`config.mk`:
```
export PLATFORM = sky130hd
export DESIGN_NAME = uart_rx_sampler
export DESIGN_NICKNAME = d
export VERILOG_FILES = /design/src/rtl/uart_rx_sampler.sv
export SDC_FILE = /design/constraint.sdc
export NUM_CORES = 1
export LEC_CHECK = 0
export CAP_MARGIN = 25
export CORE_ASPECT_RATIO = 1.25
export CORE_MARGIN = 3
export CORE_UTILIZATION = 40
export DETAILED_ROUTE_END_ITERATION = 8
export GPL_TIMING_DRIVEN = 0
export PLACE_DENSITY_LB_ADDON = 0.15
export SLEW_MARGIN = 15
export SYNTH_ARGS = -nofsm -noshare
export SYNTH_HDL_FRONTEND = slang
export SYNTH_SLANG_ARGS = --single-unit
```
`constraint.sdc`:
```
create_clock -name clk -period 2.2 [get_ports clk]
set_clock_uncertainty 0.15 [all_clocks]
set_input_delay 0.33 -clock clk [delete_from_list [all_inputs] [get_ports clk]]
set_output_delay 0.33 -clock clk [all_outputs]
set_load 0.02 [all_outputs]
```
`src/rtl/uart_rx_sampler.sv`:
```
// UART receiver: two-flop synchronized line, mid-bit 3-sample majority vote,
// 8N1 framing with early stop-bit decision and a BREAK hold state.
module uart_rx_sampler #(
   parameter int CLKS_PER_BIT = 1042
) (
   input  logic       clk,
   input  logic       reset,
   input  logic       rx,
   output logic [7:0] data_rx,
   output logic       rx_done,
   output logic       frame_err,
   output logic       rx_busy
);

   localparam int CW = $clog2(CLKS_PER_BIT);
   localparam int H  = CLKS_PER_BIT / 2;
   localparam logic [CW-1:0] C_S0   = CW'(H - 1);
   localparam logic [CW-1:0] C_S1   = CW'(H);
   localparam logic [CW-1:0] C_DEC  = CW'(H + 1);
   localparam logic [CW-1:0] C_LAST = CW'(CLKS_PER_BIT - 1);

   typedef enum logic [2:0] {IDLE, START, DATA, STOP, BREAK} state_t;

   state_t        r_state;
   logic          r_sync1, r_sync2, r_prev;
   logic [1:0]    r_fill;
   logic [CW-1:0] r_cnt;
   logic [2:0]    r_idx;
   logic          r_s0, r_s1;
   logic [7:0]    r_shift;
   logic [7:0]    r_data;
   logic          r_done, r_err;

   logic w_maj, w_fall, w_wrap, w_dec;

   assign w_maj  = (r_s0 & r_s1) | (r_s0 & r_sync2) | (r_s1 & r_sync2);
   assign w_fall = r_prev & ~r_sync2;
   assign w_wrap = (r_cnt == C_LAST);
   assign w_dec  = (r_cnt == C_DEC);

   // r_prev is held at 0 until the synchronizer carries real line samples, so a
   // line already low at reset release is not mistaken for a start edge.
   always_ff @(posedge clk or posedge reset) begin
      if (reset) begin
         r_sync1 <= 1'b1;
         r_sync2 <= 1'b1;
         r_fill  <= 2'b00;
         r_prev  <= 1'b0;
      end else begin
         r_sync1 <= rx;
         r_sync2 <= r_sync1;
         r_fill  <= {r_fill[0], 1'b1};
         r_prev  <= r_fill[1] ? r_sync2 : 1'b0;
      end
   end

   always_ff @(posedge clk or posedge reset) begin
      if (reset) begin
         r_state <= IDLE;
         r_cnt   <= '0;
         r_idx   <= 3'd0;
         r_s0    <= 1'b1;
         r_s1    <= 1'b1;
         r_shift <= 8'h00;
         r_data  <= 8'h00;
         r_done  <= 1'b0;
         r_err   <= 1'b0;
      end else begin
         r_done <= 1'b0;
         r_err  <= 1'b0;
         if (r_state == START || r_state == DATA || r_state == STOP) begin
            r_cnt <= w_wrap ? '0 : r_cnt + CW'(1);
            if (r_cnt == C_S0) r_s0 <= r_sync2;
            if (r_cnt == C_S1) r_s1 <= r_sync2;
         end else begin
            r_cnt <= '0;
         end
         case (r_state)
            IDLE: begin
               if (w_fall) r_state <= START;
            end
            START: begin
               if (w_dec && w_maj) r_state <= IDLE;
               else if (w_wrap)    r_state <= DATA;
            end
            DATA: begin
               if (w_dec) r_shift <= {w_maj, r_shift[7:1]};
               if (w_wrap) begin
                  r_idx <= r_idx + 3'd1;
                  if (r_idx == 3'd7) r_state <= STOP;
               end
            end
            STOP: begin
               // Decide at mid-bit and leave; the rest of the stop bit is idle time.
               if (w_dec) begin
                  if (w_maj) begin
                     r_data  <= r_shift;
                     r_done  <= 1'b1;
                     r_state <= IDLE;
                  end else begin
                     r_err   <= 1'b1;
                     r_state <= BREAK;
                  end
               end
            end
            BREAK: begin
               if (r_sync2) r_state <= IDLE;
            end
            default: r_state <= IDLE;
         endcase
      end
   end

   assign data_rx   = r_data;
   assign rx_done   = r_done;
   assign frame_err = r_err;
   assign rx_busy   = (r_state != IDLE);

endmodule

```
==> impl_metrics.tcl, run 1 <==
set metrics [dict create \
    period_share_pct 95.9 \
    cts-root-buf "clkbuf_8" \
    gp_congestion 0.802 \
    netlist_area_sq_um 1900 \
    cp.arrival_ns 1.63 \
    rows 27 \
    drtPass1Iterations 4 \
    ys_top_cells_by_area "dfrtp_1 (50%), mux2_2 (12%), dfstp_2 (5.5%), xnor2_1 (4.1%), ha_1 (3.9%)" \
    ff_latch_area_sq_um 1060 \
    routed-via-count 1213 \
    core-area_sq_um 4490 \
    io_buffers 13 \
    drive_above_1_share_pct 25.3 \
    multiInputGateArea_sq_um 831 \
    r2r_slack_ns 0.13 \
    required_ns 1.72 \
    setup_viol 0 \
    final_util_pct 50.0 \
    grtUsageTotal_pct 13.3 \
    synth_cell_type_count 39 \
    rr_worst_depth 5 \
    synthToLayoutAreaGrowth_pct 18.0 \
    antenna_found_initial 0 \
    die_h_microns 83.1 \
    grt-ovfl-total 0 \
    worstSetupPathType "reg -> out" \
    grt_pass1_wl_microns 5710 \
    pwr_density_cell_nw_per_um2 759 \
    total_power_uw 1700 \
    postSynthCellCount 155 \
    cts_tree "built" \
    r2r_start "r_cnt[10]" \
    die-area_sq_um 5620 \
    tns_ns 0 \
    p_leak_uw 0.00100 \
    synth_top_area_share_pct 50.0 \
    maxSlewViolCount 0 \
    first_global_vias 1282 \
    ios 14 \
    ys_seq_elements 42 \
    drt_iter0_markers 34 \
    h-tree-depth 2 \
    met1_usage_pct 14.6 \
    drcViolationCount 0 \
    timing.rr.end "r_shift[4]" \
    ant_nets 0 \
    routed_wl_microns 3280 \
    dp.cells 227 \
    holdBufCountCts 0 \
    met3_usage_pct 4.06 \
    met2_usage_pct 23.3 \
    yosys.area.top_type "dfrtp_1" \
    crit_fanout 10 \
    stdcell_count 236 \
    end_kind "primary output" \
    wl_per_cell_microns 13.9 \
    grt_setup_unrepaired "no" \
    hp-class "in -> async" \
    final_area_sq_um 2240 \
    cts_sinks 42 \
    via_per_inst 5.14 \
    fin_crit_ns 2.11 \
    clkTransAtPathRegs_ns 0.08 \
    cts_made_buffers 5 \
    hpwl_microns 2400 \
    start_util_pct 42.3 \
    avgSynthCellArea_sq_um 12.3 \
    peakVddDrop_mv 0.594 \
    fmax_mhz 474 \
    drv_cap 0 \
    synthesis.nets 164 \
    fill_cells 414 \
    yosys_warnings 0 \
    placed_cell_area_sq_um 2120 \
    fin_nets 186 \
    hold_viol 0 \
    worstSkewPairLatency_ns 0.29 \
    n_antenna_cell 0 \
    grt.busiest_layer "met2" \
    dieWidth_microns 67.7 \
    cp-start-kind "flip-flop" \
    ys_seq_area_share_pct 55.5 \
    status "completed" \
    clk_path_buf_depth 2 \
    grt_max_degree 28 \
]
==> cell families (layout without fill, tap and decap cells) <==
| group | Yosys count | in the layout | synth area share (%) |
|---|---|---|---|
| compound gates | 11 | 11 | 4.01 |
| simple gates | 54 | 54 | 17.4 |
| mux | 20 | 20 | 11.8 |
| buf+inv | 10 | 33 | 1.97 |
| flops | 42 | 42 | 55.5 |
| other cells | 1 | 1 | 0.197 |
| xor+xnor | 10 | 10 | 4.61 |
| fa+ha+maj | 7 | 7 | 4.47 |
==> per-layer routing <==
layer | wire, microns | vias to the layer above
li1 | - | 584
met1 | 1360 | 609
met2 | 1770 | 14
met3 | 90 | 6
met4 | 56 | 0
met5 | 0 | -
==> state kept, by name (all words and copies together) (netlist names) <==
| name | flops |
|---|---|
| r_s1 | 1 |
| r_cnt | 11 |
| r_shift | 8 |
| r_fill | 2 |
| r_state | 3 |
| r_s0 | 1 |
| r_sync2 | 1 |
| r_idx | 3 |
| data_rx | 8 |
| r_prev | 1 |
| r_sync1 | 1 |
| frame_err | 1 |
| rx_done | 1 |
==> layout make-up <==
class                   count  share of cell area [%]
multi-input cells         103                    37.0
inverters                   6                    1.00
flip-flops and latches     42                    47.1
clock inverters             2                   0.613
clock buffers               6                    3.23
well taps                  58                    3.23
repair buffers             16                    7.30
plain buffers               3                   0.502
==> worst max-delay path, stage by stage, from the launching register on <==
cell	delay, ns
dfrtp_1	0.42
clkbuf_1	0.21
or3_1	0.38
dlygate4sd2_1	0.33
==> through the flow <==
| stage | hold WS, ns | worst slack (ns) |
|---|---|---|
| floorplan | 0.181 | 0.241 |
| global placement | 0.183 | -0.0653 |
| detailed placement | 0.185 | -0.0514 |
| CTS | 0.180 | 0.0596 |
| global route | 0.190 | 0.00528 |
| finish | 0.174 | 0.0901 |
==> power breakdown <==
group | internal [uW] | total (uW) | switching, uW
sequential | 841 | 943 | 102
clock | 224 | 480 | 256
combinational | 126 | 282 | 156
==> what timing repair did <==
action / CTS / global route
setup buffers: 2 / 0
endpoints found under the setup margin: 9 / 16
pin swaps: 1 / 0
cloned: 0 / 0
resized for setup: 1 / 5
==> worst max-delay path by stage <==
| stage | start | end | slack [ns] | cells past startpoint |
|---|---|---|---|---|
| after floorplan | r_cnt[10] | r_shift[0] | 0.24 | 4 |
| after global placement | reset | r_idx[1] | -0.07 | 2 |
| after detailed placement | r_cnt[2] | r_shift[4] | -0.05 | 4 |
| after CTS | r_sync2 | data_rx[0] | 0.06 | 4 |
| after global routing | r_state[1] | rx_busy | 0.005 | 3 |
| final | r_state[1] | rx_busy | 0.09 | 3 |
==> placed cells by master, fill, tap and decap left out, types with 2 or more instances in the layout <==
cell type,synthesis,final
clkbuf_1,4,4
inv_1,6,5
and4_1,2,2
mux2_2,20,20
dfrtp_1,38,37
a21oi_1,2,2
xnor2_1,9,9
o21ai_0,2,2
a31oi_1,2,2
nand2_1,5,5
nand4_1,4,4
ha_1,6,6
buf_4,0,2
clkbuf_8,0,5
and2_1,2,2
nor3_1,4,4
clkdlybuf4s50_1,0,12
nand2b_1,2,2
dfstp_2,4,4
nor2_1,18,17
nand4b_1,2,2
nand3_1,3,3
==> Yosys cell counts <==
library cell	instances
or4b_2	1
or3_1	1
o21ba_2	1
o211ai_1	1
dfrtp_1	38
and2_1	2
a21bo_2	1
conb_1	1
nor4b_4	1
inv_1	6
nor2_2	1
nor3_1	4
nand2b_1	2
and4_1	2
ha_1	6
nor3b_1	1
o311ai_0	1
and3_1	1
nand4_1	4
nand2_1	5
nand4b_1	2
dfstp_2	4
maj3_1	1
nand4_2	1
or4_1	1
a211oi_1	1
and4bb_1	1
xor2_1	1
o21ai_0	2
nor3_2	1
xnor2_1	9
nor4b_1	1
a31oi_1	2
nor2_1	18
and4bb_2	1
mux2_2	20
a21oi_1	2
clkbuf_1	4
nand3_1	3
Note: power is estimated with default switching activity, not from simulation.
==> run 2: changes to the inputs <==
- ABC_AREA: unset -> 1
- SLEW_MARGIN: 15 -> 40
==> impl_metrics.tcl, run 2 <==
set metrics [dict create \
    status "completed" \
    slew_headroom_pct 66.3 \
    ant_nets 0 \
    post-place-ws_ns 0.404 \
    worstSkewPairLatency_ns 0.29 \
    setup_viol 0 \
    cp.arrival_ns 1.52 \
    synthToLayoutAreaGrowth_pct 15.1 \
    drt_iter0_markers 65 \
    max_stage_delay_ns 0.53 \
    avgSynthCellArea_sq_um 9.18 \
    final_area_sq_um 2430 \
    pwr-share-seq_pct 43.7 \
    gp_congestion 0.781 \
    met1_usage_pct 16.0 \
    io_buffers 13 \
    met3_usage_pct 3.70 \
    synth_cell_type_count 31 \
    ys_seq_area_share_pct 50.0 \
    wl_per_cell_microns 11.8 \
    dp.cells 303 \
    cts_sinks 42 \
    maxSlewViolCount 0 \
    hpwl_microns 2710 \
    cts_made_buffers 5 \
    grt_max_degree 43 \
    yosys_warnings 0 \
    via_per_inst 4.80 \
    synth-edff-count 0 \
    peakVddDrop_mv 0.446 \
    switchingPower_uw 680 \
    fin_crit_ns 2.00 \
    final_util_pct 49.5 \
    grt.busiest_layer "met2" \
    drv_cap 0 \
    drcViolationCount 0 \
    pwr_density_cell_nw_per_um2 840 \
    clkTransAtPathRegs_ns 0.08 \
    cp-start-kind "flip-flop" \
    fin_nets 259 \
    crit_chain "nor2_1 -> nand2_1 -> clkdlybuf4s50_1" \
    synth_common_cells "nand2_1 (45), dfrtp_1 (38), inv_1 (26)" \
    layout_common_cells "nand2_1 (45), dfrtp_1 (38), inv_1 (25)" \
    antenna_found_initial 0 \
    final_common_cell "nand2_1" \
    drtPass1Iterations 4 \
    netlist_area_sq_um 2110 \
    cts-resized-gates 0 \
    required_ns 1.72 \
    p_clk_share_pct 29.5 \
    tightest_slew_ns 0.505 \
    met2_usage_pct 24.0 \
    grt_pass1_wl_microns 6670 \
    grtUsageTotal_pct 13.6 \
    clk_path_buf_depth 2 \
    die_h_microns 87.2 \
    die-area_sq_um 6190 \
    placed_cell_area_sq_um 2320 \
    core-area_sq_um 4900 \
    grt_setup_unrepaired "no" \
    synth_top_area_share_pct 45.1 \
    cts_setup_buffers 0 \
    crit_fanout 6 \
    cts_tree "built" \
    yosys.area.top_type "dfrtp_1" \
    grt-ovfl-total 0 \
    p_leak_uw 0.00114 \
    hold_viol 0 \
    ys_top_cells_by_area "dfrtp_1 (45%), nand2_1 (8.0%), dfstp_2 (5.0%), inv_1 (4.6%), nor2_1 (4.1%)" \
    synthesis.nets 239 \
    hp-class "reg -> reg" \
    rows 28 \
    ys_seq_elements 42 \
    stdcell_count 311 \
    synth_most_common_cell "nand2_1" \
    ios 14 \
    largest_reg_flops 11 \
    combinationalPowerShare_pct 26.8 \
    period_share_pct 90.8 \
    synthArstFlopShare_pct 100 \
    synth_ff_type "dfrtp_1" \
    layout_setup_ws_ns 0.202 \
    cp_slowest_cell "clkdlybuf4s50_1" \
    end_kind "primary output" \
    first_global_vias 1511 \
    largest_register "r_cnt" \
    routed_wl_microns 3680 \
    n_antenna_cell 0 \
    hold_slack_ns 0.204 \
    intPower_uw 1360 \
    swShare_pct 33.3 \
    worstSetupPathType "reg -> out" \
    dieWidth_microns 71.0 \
    fmax_mhz 500 \
    postSynthCellCount 230 \
    cts-root-buf "clkbuf_8" \
    holdBufCountCts 0 \
    drive_above_1_share_pct 19.9 \
    start_util_pct 43.0 \
    routed-via-count 1493 \
    h-tree-depth 2 \
]
run 2: cell types whose count changed after synthesis, sizes merged, moves of 3 or more:
cell | before | now
nor2 | 19 | 30
inv | 6 | 31
xnor2 | 9 | 2
nor3 | 5 | 8
mux2 | 20 | 0
nand3 | 3 | 21
clkbuf | 4 | 0
buf | 0 | 3
nand4 | 5 | 2
nand2 | 5 | 51
o21ai | 2 | 19
a21oi | 2 | 7
run 2: routing by layer:
metal	up-vias	routed length [microns]
met1	707	1700
met2	12	1850
met5	-	0
met4	0	38
li1	770	-
met3	4	91
run 2: area by class of cell:
| class | instances | area, sq um |
|---|---|---|
| flip-flops and latches | 42 | 1060 |
| clock inverters | 2 | 37.5 |
| well taps | 60 | 75.1 |
| multi-input cells | 154 | 905 |
| plain buffers | 3 | 33.8 |
| fillers | 483 | 2480 |
| inverters | 31 | 119 |
| clock buffers | 6 | 72.6 |
| repair buffers | 13 | 130 |
run 2: worst max-delay path, delay by kind of cell, from the launching register on:
kind,cells,cell delay [ns]
buffers and inverters,1,0.53
DFF,1,0.44
and+or+nand+nor,2,0.26
run 2: worst paths after layout:
path | start | endpoint | slack, ns | cells past startpoint
worst min register to register | r_fill[0] | r_fill[1] | 0.20 | 0
min in group asynchronous | reset | r_fill[0] | 0.28 | 2
worst max-delay path | r_state[0] | rx_busy | 0.20 | 3
worst max register to register | r_cnt[0] | data_rx[2] | 0.44 | 10
worst min-delay path | r_fill[0] | r_fill[1] | 0.20 | 0
max in group asynchronous | reset | r_s0 | 1.26 | 2
run 2: metrics by stage:
| step | power [uW] | TNS, ns |
|---|---|---|
| detailed placement | 1460 | 0 |
| CTS | 2070 | 0 |
| finish | 2040 | 0 |
| global placement | 1460 | -6.06 |
| floorplan | 1330 | 0 |
| global route | 2180 | 0 |
run 2: power groups by stage:
stage | Sequential [uW] | Combinational (uW) | Clock, uW
finish | 891 | 547 | 602
global route | 901 | 623 | 656
CTS | 891 | 557 | 622
detailed placement | 907 | 555 | 0
global placement | 907 | 555 | 0
floorplan | 891 | 436 | 0
run 2: cell families after synthesis:
group                    synth area share [%]
flip-flops                               50.0
buffers and inverters                    7.11
AO/OA/AOI/OAI                            9.13
AND/OR/NAND/NOR                          28.3
adder cells (fa/ha/maj)                  3.56
XOR/XNOR                                 1.66
other                                   0.178
==> run 3: changes to the inputs <==
- CORE_MARGIN: 3 -> 2
==> impl_metrics.tcl, run 3 (synthesis results as in run 2) <==
set metrics [dict create \
    cp.arrival_ns 1.54 \
    fin_crit_ns 2.02 \
    cts-resized-gates 0 \
    antenna_found_initial 0 \
    cts_setup_buffers 0 \
    multiInputGateArea_sq_um 905 \
    fill_cells 500 \
    io_buffers 13 \
    p_leak_uw 0.00115 \
    cts-root-buf "clkbuf_8" \
    maxSlewViolCount 0 \
    tns_ns 0 \
    pwr_density_cell_nw_per_um2 840 \
    status "completed" \
    grt_pass1_wl_microns 6790 \
    dieWidth_microns 69.0 \
    routed_wl_microns 3720 \
    ant_nets 0 \
    rows 29 \
    period_share_pct 91.8 \
    hp-class "in -> async" \
    cts_sinks 42 \
    clkTransAtPathRegs_ns 0.08 \
    hpwl_microns 2750 \
    core-area_sq_um 5080 \
    grt_setup_unrepaired "no" \
    largest_register "r_cnt" \
    worstSkewPairLatency_ns 0.29 \
    cts_tree "built" \
    grt_max_degree 34 \
    wl_per_cell_microns 11.9 \
    holdBufCountCts 0 \
    start_util_pct 41.6 \
    required_ns 1.72 \
    first_global_vias 1543 \
    die_h_microns 85.2 \
    final_common_cell "nand2_1" \
    drcViolationCount 0 \
    hold_viol 0 \
    cp-start-kind "flip-flop" \
    clk_path_buf_depth 2 \
    drv_cap 0 \
    routed-via-count 1498 \
    gp_congestion 0.849 \
    end_kind "primary output" \
    fin_nets 260 \
    final_util_pct 48.3 \
    synthToLayoutAreaGrowth_pct 16.1 \
    ff_latch_area_sq_um 1060 \
    layout_common_cells "nand2_1 (45), dfrtp_1 (38), inv_1 (25)" \
    grtUsageTotal_pct 15.4 \
    worstSetupPathType "reg -> out" \
    cts_made_buffers 5 \
    peakVddDrop_mv 0.480 \
    via_per_inst 4.77 \
    ios 14 \
    crit_fanout 6 \
    die-area_sq_um 5880 \
    drive_above_1_share_pct 20.2 \
    total_power_uw 2060 \
    drtPass1Iterations 4 \
    largest_reg_flops 11 \
    n_antenna_cell 0 \
    setup_viol 0 \
    drt_iter0_markers 51 \
    grt-ovfl-total 0 \
    h-tree-depth 2 \
    fmax_mhz 495 \
]
run 3: per-layer routing:
metal / vias up / global-route usage (%) / part of all wire (%)
li1: 769 / - / -
met1: 708 / 18.9 / 46
met2: 13 / 24.9 / 50
met3: 8 / 3.98 / 2.3
met4: 0 / 6.95 / 2.3
met5: - / 0 / 0
run 3: per-stage QoR:
| step | cell area (sq um) | std cells | setup slack, ns | hold WS (ns) |
|---|---|---|---|---|
| after global routing | 2450 | 314 | 0.0258 | 0.126 |
| final | 2450 | 314 | 0.181 | 0.126 |
| after CTS | 2450 | 314 | 0.176 | 0.122 |
| after global placement | 2320 | 305 | -0.221 | 0.184 |
| after floorplan | 2110 | 230 | 0.574 | 0.181 |
| after detailed placement | 2340 | 306 | 0.396 | 0.187 |
run 3: where the power goes:
group	internal, uW	switching [uW]
registers	825	69.2
clock network	339	267
logic	201	358
run 3: area by class of cell:
type,instances,area share (%)
Clock inverter,2,1.53
Inverter,31,4.85
Buffer,3,1.38
Tap cell,62,3.16
Clock buffer,6,2.96
Sequential cell,42,43.1
Timing Repair Buffer,14,6.13
Multi-Input combinational cell,154,36.9
run 3: path summary, 6_finish.rpt:
| kind | from | end | depth (start not counted) | slack (ns) |
|---|---|---|---|---|
| setup / recovery | r_state[1] | rx_busy | 3 | 0.18 |
| hold / removal | reset | r_cnt[7] | 2 | 0.13 |
| setup reg to reg | r_cnt[0] | data_rx[2] | 10 | 0.41 |
| hold reg to reg | r_fill[0] | r_fill[1] | 0 | 0.20 |
| max in group asynchronous | reset | r_s1 | 3 | 1.31 |
| min in group clk | r_fill[0] | r_fill[1] | 0 | 0.20 |
run 3: worst max-delay path, stage by stage, from the launching register on:
cell	delay, ns
dfrtp_1	0.46
nor2_1	0.18
nand2_1	0.08
clkdlybuf4s50_1	0.54
